### src/rtl/sin_rom_pkg.sv
// Shared constants for the sine ROM and its read arbiter.
// Holds the ROM geometry and the defaults that sin_rom_arb uses for its
// address width, data width and read latency.
// No ports: this file is a package only.

package sin_rom_pkg;

    localparam int SIN_ROM_ADDR_WIDTH = 12;
    localparam int SIN_ROM_DATA_WIDTH = 7;
    localparam int SIN_ROM_DEPTH      = 1 << SIN_ROM_ADDR_WIDTH;
    // 1 = ROM without output register, 2 = ROM output register enabled
    localparam int SIN_ROM_LAT        = 1;
    localparam int SIN_ROM_N_REQ      = 4;

    // Width of an index into n requesters; never narrower than one bit.
    function automatic int ptr_width(input int n);
        return (n > 1) ? $clog2(n) : 1;
    endfunction

endpackage

### src/rtl/sin_rom_arb_rr_arb.sv
// Round-robin selector for the sine ROM arbiter.
// Searches i_req starting one position after i_ptr and wrapping at N-1,
// returning the first asserted request as a one-hot grant and its index.
// Ports:
//   i_req   [N-1:0]  request vector
//   i_ptr   [PW-1:0] index of the last granted requester
//   o_grant [N-1:0]  one-hot grant (all zero when no request)
//   o_idx   [PW-1:0] encoded index of the grant (0 when no request)

module rr_arb #(
    parameter int N  = 4,
    parameter int PW = 2
) (
    input  logic [N-1:0]  i_req,
    input  logic [PW-1:0] i_ptr,
    output logic [N-1:0]  o_grant,
    output logic [PW-1:0] o_idx
);

    logic [PW-1:0] w_cand;
    logic          w_found;

    always_comb begin
        o_grant = '0;
        o_idx   = '0;
        w_cand  = '0;
        w_found = 1'b0;
        for (int k = 1; k <= N; k++) begin
            w_cand = PW'((int'(i_ptr) + k) % N);
            if (!w_found && i_req[w_cand]) begin
                o_grant[w_cand] = 1'b1;
                o_idx           = w_cand;
                w_found         = 1'b1;
            end
        end
    end

endmodule

### src/rtl/sin_rom_arb.sv
// Shares one sine ROM between N_REQ requesters.
// A round-robin grant picks one requester per cycle; its address is driven
// straight onto rom_addr and a one-hot tag follows it through a ROM_LAT-deep
// pipeline so that the returning ROM word is strobed to the right requester.
// Ports:
//   clk, rst     system clock, synchronous active-high reset
//   req_valid    per-requester read request
//   req_addr     packed per-requester addresses, requester i at [i*ADDR_WIDTH +: ADDR_WIDTH]
//   req_ready    one-hot grant (combinational)
//   rsp_valid    one-hot response strobe
//   rsp_data     ROM word for the strobed requester (forwarded from rom_rd_data)
//   rom_addr     address to the ROM
//   rom_rd_data  data from the ROM

module sin_rom_arb
    import sin_rom_pkg::*;
#(
    parameter int N_REQ      = SIN_ROM_N_REQ,
    parameter int ADDR_WIDTH = SIN_ROM_ADDR_WIDTH,
    parameter int DATA_WIDTH = SIN_ROM_DATA_WIDTH,
    parameter int ROM_LAT    = SIN_ROM_LAT
) (
    input  logic                        clk,
    input  logic                        rst,
    input  logic [N_REQ-1:0]            req_valid,
    input  logic [N_REQ*ADDR_WIDTH-1:0] req_addr,
    output logic [N_REQ-1:0]            req_ready,
    output logic [N_REQ-1:0]            rsp_valid,
    output logic [DATA_WIDTH-1:0]       rsp_data,
    output logic [ADDR_WIDTH-1:0]       rom_addr,
    input  logic [DATA_WIDTH-1:0]       rom_rd_data
);

    localparam int PW = ptr_width(N_REQ);

    logic [PW-1:0]         r_ptr;
    logic [ADDR_WIDTH-1:0] r_addr;
    logic [N_REQ-1:0]      r_tag [ROM_LAT];

    logic [N_REQ-1:0]      w_grant;
    logic [PW-1:0]         w_idx;
    logic                  w_accept;

    rr_arb #(
        .N  (N_REQ),
        .PW (PW)
    ) u_rr_arb (
        .i_req   (req_valid),
        .i_ptr   (r_ptr),
        .o_grant (w_grant),
        .o_idx   (w_idx)
    );

    // The grant is already masked by req_valid, so any ready bit is an accept.
    assign req_ready = rst ? '0 : w_grant;
    assign w_accept  = |req_ready;

    // ROM address is live in the acceptance cycle; otherwise replay the last one
    // so the ROM input does not toggle while idle.
    assign rom_addr  = w_accept ? req_addr[w_idx*ADDR_WIDTH +: ADDR_WIDTH] : r_addr;

    always_ff @(posedge clk) begin
        if (rst) begin
            r_ptr  <= PW'(N_REQ - 1);
            r_addr <= '0;
        end else if (w_accept) begin
            r_ptr  <= w_idx;
            r_addr <= rom_addr;
        end
    end

    always_ff @(posedge clk) begin
        if (rst) begin
            for (int i = 0; i < ROM_LAT; i++) begin
                r_tag[i] <= '0;
            end
        end else begin
            r_tag[0] <= req_ready;
            for (int i = 1; i < ROM_LAT; i++) begin
                r_tag[i] <= r_tag[i-1];
            end
        end
    end

    // Gating with rst also hides a response that would land during reset.
    assign rsp_valid = rst ? '0 : r_tag[ROM_LAT-1];
    assign rsp_data  = rom_rd_data;

endmodule
### config.mk
export PLATFORM = sky130hd
export DESIGN_NAME = sin_rom_arb
export DESIGN_NICKNAME = d
export VERILOG_FILES = /design/src/rtl/sin_rom_pkg.sv /design/src/rtl/sin_rom_arb_rr_arb.sv /design/src/rtl/sin_rom_arb.sv
export SDC_FILE = /design/constraint.sdc
export NUM_CORES = 1
export LEC_CHECK = 0
export CORE_MARGIN = 2
export CORE_UTILIZATION = 42
export DETAILED_ROUTE_END_ITERATION = 10
export PLACE_DENSITY = 0.88
export SYNTH_ARGS = -nofsm -noshare
export SYNTH_HDL_FRONTEND = slang
export SYNTH_SLANG_ARGS = --single-unit
### constraint.sdc
create_clock -name clk -period 5.3 [get_ports clk]
set_clock_uncertainty 0.1 [all_clocks]
set_input_delay 1.06 -clock clk [delete_from_list [all_inputs] [get_ports clk]]
set_output_delay 1.06 -clock clk [all_outputs]
set_load 0.02 [all_outputs]
==> metrics.txt <==
# TYPE chip_impl_metric gauge
chip_impl_info{name="status",value="complete, no violations"} 1
chip_impl_metric{name="buffer_ports.inserted",unit=""} 73
chip_impl_metric{name="final.period_utilization",unit=""} 0.958
chip_impl_info{name="crit_path_cell_trace",value="clkdlybuf4s50_1 > mux4_2 > or3b_1 > a2bb2oi_1 > nor2_1 > and4_1 > nor2_8 > buf_12 > mux2_4 > dlygate4sd2_1"} 1
chip_impl_metric{name="io_pins",unit=""} 88
chip_impl_metric{name="synth_seq_area_share",unit=""} 0.195
chip_impl_metric{name="rrSetupSlack",unit="ns"} 2.01
chip_impl_metric{name="fillerInstances",unit=""} 356
chip_impl_metric{name="synth-seq-cells",unit=""} 18
chip_impl_info{name="worst-setup-path-type",value="in2out"} 1
chip_impl_metric{name="routedWlPerCell",unit="um"} 14.8
chip_impl_info{name="crit_path_start_kind",value="input port"} 1
chip_impl_metric{name="slowest_delay",unit="ns"} 0.53
chip_impl_info{name="regToRegEndpoint",value="r_ptr[1]$_SDFFE_PP1P_"} 1
chip_impl_metric{name="effective_utilization_at_floorplan",unit=""} 0.431
chip_impl_metric{name="clock-sinks",unit=""} 18
chip_impl_metric{name="grt_pass1_vias",unit=""} 1706
chip_impl_metric{name="numPlacedInstances",unit=""} 323
chip_impl_metric{name="worst_slew_pin_slew",unit="ns"} 0.374
chip_impl_metric{name="gp_weighted_congestion",unit=""} 0.919
chip_impl_info{name="synth_top_family_by_area",value="multiplexers"} 1
chip_impl_metric{name="mappedNetlistNets",unit=""} 261
chip_impl_info{name="reg2reg_from",value="r_ptr[1]$_SDFFE_PP1P_"} 1
chip_impl_metric{name="clkTransAtPathRegs",unit="ns"} 0.07
chip_impl_metric{name="relSlewSlack",unit=""} 0.751
chip_impl_metric{name="finalNetCount",unit=""} 346
chip_impl_metric{name="cp_data_arrival_time",unit="ns"} 3.92
chip_impl_metric{name="routed-via-count",unit=""} 1753
chip_impl_metric{name="clkLatencyLatePin",unit="ns"} 0.26
chip_impl_metric{name="critPathMaxFanout",unit=""} 14
chip_impl_info{name="cts.root.buffer_cell",value="clkbuf_8"} 1
chip_impl_metric{name="max_cap_violations",unit=""} 0
chip_impl_metric{name="htree_levels",unit=""} 1
chip_impl_metric{name="timing.critical_path.required",unit="ns"} 4.14
chip_impl_info{name="grt_setup_unrepaired",value="no"} 1
chip_impl_metric{name="route.detailed.drc",unit=""} 0
chip_impl_metric{name="postSynthCellCount",unit=""} 192
chip_impl_metric{name="design.die.area",unit="um^2"} 4950
chip_impl_metric{name="final.hold.worst_slack",unit="ns"} 0.502
chip_impl_metric{name="powerDensity",unit="nW/um^2"} 673
chip_impl_metric{name="cts_buffers",unit=""} 3
chip_impl_metric{name="timing.fmax",unit="MHz"} 197
chip_impl_metric{name="drive_gt1_frac",unit=""} 0.181
chip_impl_metric{name="detail-route-antenna-nets",unit=""} 0
chip_impl_metric{name="final_cell_count_no_fill",unit=""} 328
chip_impl_metric{name="dp_slack",unit="ns"} -0.00790
chip_impl_metric{name="worst_case_clock_buffer_depth",unit=""} 2
chip_impl_info{name="setup.worst_path.end_class",value="output port"} 1
chip_impl_metric{name="routed_wl",unit="mm"} 4.84
chip_impl_metric{name="worst-r2r-cell-count",unit=""} 10
chip_impl_metric{name="hold_viol",unit=""} 0
chip_impl_metric{name="max-vdd-ir-drop",unit="uV"} 400
chip_impl_metric{name="yosys-mux-area-fraction",unit=""} 0.332
chip_impl_metric{name="yosys.area_share.xor_xnor",unit=""} 0
chip_impl_metric{name="yosys.area_share.simple",unit=""} 0.135
chip_impl_metric{name="synthesis.area",unit="um^2"} 1850
chip_impl_metric{name="area_taken_by_flip_flops_and_latches",unit="um^2"} 360
chip_impl_metric{name="worstHoldPathCells",unit=""} 2
chip_impl_metric{name="timing.final.max_slew_violations",unit=""} 0
chip_impl_metric{name="antennaDiodeCount",unit=""} 0
chip_impl_metric{name="coreArea",unit="um^2"} 4290
chip_impl_metric{name="timing.final.ws_setup",unit="ns"} 0.223
chip_impl_info{name="worst_hold_path.endpoint",value="r_addr[9]$_SDFFE_PP0P_"} 1
chip_impl_metric{name="static_leakage",unit="nW"} 1.36
chip_impl_metric{name="grt_max_degree",unit=""} 27
chip_impl_metric{name="hpwlAfterDp",unit="mm"} 3.79
chip_impl_metric{name="ys.warnings.count",unit=""} 0
chip_impl_info{name="worst_hold_path_type",value="reg2reg"} 1
chip_impl_metric{name="die-width",unit="um"} 70.4
chip_impl_metric{name="detail_route.first_pass.iterations",unit=""} 5
chip_impl_info{name="crit_slowest_cell",value="mux4_2"} 1
chip_impl_info{name="timing.hold.worst.start",value="r_addr[9]$_SDFFE_PP0P_"} 1
chip_impl_metric{name="floorplan.die.height",unit="um"} 70.4
chip_impl_metric{name="timing.final.setup_violations",unit=""} 0
chip_impl_metric{name="rows",unit=""} 24
chip_impl_metric{name="drt_first_iter_violations",unit=""} 53
chip_impl_metric{name="multi_input_comb_area",unit="um^2"} 1280
chip_impl_metric{name="area.growth.synth_to_final",unit="%"} 52.8
chip_impl_metric{name="grt_antenna_before_repair",unit=""} 0
chip_impl_metric{name="post-layout-total-power",unit="mW"} 1.90
chip_impl_metric{name="fin_crit",unit="ns"} 5.08
chip_impl_metric{name="grt_first_pass_wirelength",unit="mm"} 7.85
chip_impl_metric{name="avgViaCountPerCell",unit=""} 5.34
chip_impl_metric{name="synth_adder_area_share",unit=""} 0.0541
chip_impl_metric{name="grt_util_all_layers",unit=""} 0.193
chip_impl_metric{name="grt_overflow_total",unit=""} 0
chip_impl_metric{name="area_fraction_in_compound_gates_after_synthesis",unit=""} 0.169
chip_impl_info{name="cts_tree",value="done"} 1
chip_impl_metric{name="post_synth.cell_area_avg",unit="um^2"} 9.63
chip_impl_metric{name="synth_cell_type_count",unit=""} 37
## flip-flops by register name, indices dropped and copies added (netlist names)
| register | flops |
|---|---|
| r_addr | 12 |
| r_tag | 4 |
| r_ptr | 2 |
## cell type report
type | count | share of cell area
inverters | 10 | 0.0133
multi-input cells | 143 | 0.452
flip-flops and latches | 18 | 0.128
clock buffers | 4 | 0.0195
well taps | 52 | 0.0230
repair buffers | 101 | 0.364
## metrics by stage
step            util  area, um^2  setup TNS, ns
3_5_place_dp   0.637        2740       -0.00790
3_3_place_gp   0.637        2740              0
5_1_grt        0.658        2830              0
4_1_cts        0.650        2790              0
6_report       0.658        2830              0
2_1_floorplan      -        1850              0
## metal layers
| layer | wire length [um] | vias up | global-route usage |
|---|---|---|---|
| met5 | 0 | - | 0 |
| met4 | 55 | 0 | 0.0556 |
| met3 | 333 | 7 | 0.0346 |
| met2 | 2380 | 74 | 0.347 |
| met1 | 2070 | 812 | 0.233 |
| li1 | - | 860 | - |
## logic make-up (layout without fill, tap and decap cells)
group                    Yosys count  after routing
AO/OA/AOI/OAI                     42             42
multiplexers                      53             53
flip-flops                        18             18
buffers and inverters             31            115
adder cells (fa/ha/maj)            8              8
AND/OR/NAND/NOR                   40             40
## critical path: cells and delay by family
family	cells	cell delay, ns
buf+inv	3	0.94
mux	2	0.84
simple gates	4	0.84
compound gates	1	0.23
## worst max path at each step
stage / from / endpoint / slack, ns / cells after the start
after floorplan: req_valid[1] / rom_addr[0] / 0.90 / 10
after global placement: req_valid[3] / rom_addr[5] / 0.05 / 10
after detailed placement: req_valid[2] / rom_addr[1] / -0.008 / 10
after CTS: req_valid[3] / rom_addr[8] / 0.008 / 10
after global routing: req_valid[2] / rom_addr[1] / 0.08 / 10
final: req_valid[3] / rom_addr[1] / 0.22 / 10
## repair_timing
action                     CTS  global route
hold endpoints to repair     0             0
setup endpoints to repair    1            11
hold buffers                 0             0
pin swaps                    0             0
setup buffers                0             1
resized for setup            1            11
## placed cells by master, fill, tap and decap left out, types with 4 or more instances in the layout
cell,count
clkdlybuf4s50_1,61
mux2i_1,37
buf_4,23
dfxtp_1,18
nor2b_1,16
a21oi_1,12
a22o_1,12
dlymetal6s2s_1,11
inv_1,10
mux2_4,8
ha_1,8
nor2_1,7
nand2_1,5
mux2_2,5
buf_12,5
o21ai_0,4
clkbuf_8,4
## synthesized netlist by cell type (all sizes together)
master / count / share of area
a2bb2oi: 2 / 0.0095
mux4: 3 / 0.037
mux2i: 37 / 0.20
nor3b: 2 / 0.0081
mux2: 13 / 0.095
o32ai: 1 / 0.0047
a2111o: 1 / 0.0061
and3b: 1 / 0.0047
ha: 8 / 0.054
a21o: 1 / 0.0041
or3b: 3 / 0.014
nand3b: 1 / 0.0041
nor2b: 16 / 0.054
a21oi: 12 / 0.032
a41o: 1 / 0.0054
buf: 17 / 0.086
o21ai: 4 / 0.011
o41ai: 1 / 0.0047
nand2: 5 / 0.010
o311ai: 1 / 0.0088
a211o: 1 / 0.0047
o211ai: 1 / 0.0041
and4: 1 / 0.0047
dfxtp: 18 / 0.19
a32oi: 1 / 0.0047
nand2b: 2 / 0.0068
or3: 1 / 0.0034
a31oi: 2 / 0.0068
clkbuf: 4 / 0.0081
a22o: 12 / 0.057
o311a: 1 / 0.0054
nor2: 8 / 0.025
inv: 10 / 0.020
## power breakdown
group	internal, mW	switching [mW]
logic	0.855	0.706
registers	0.196	0.0296
clock network	0.0661	0.0494
No activity file was read; power rests on OpenSTA's default activity.
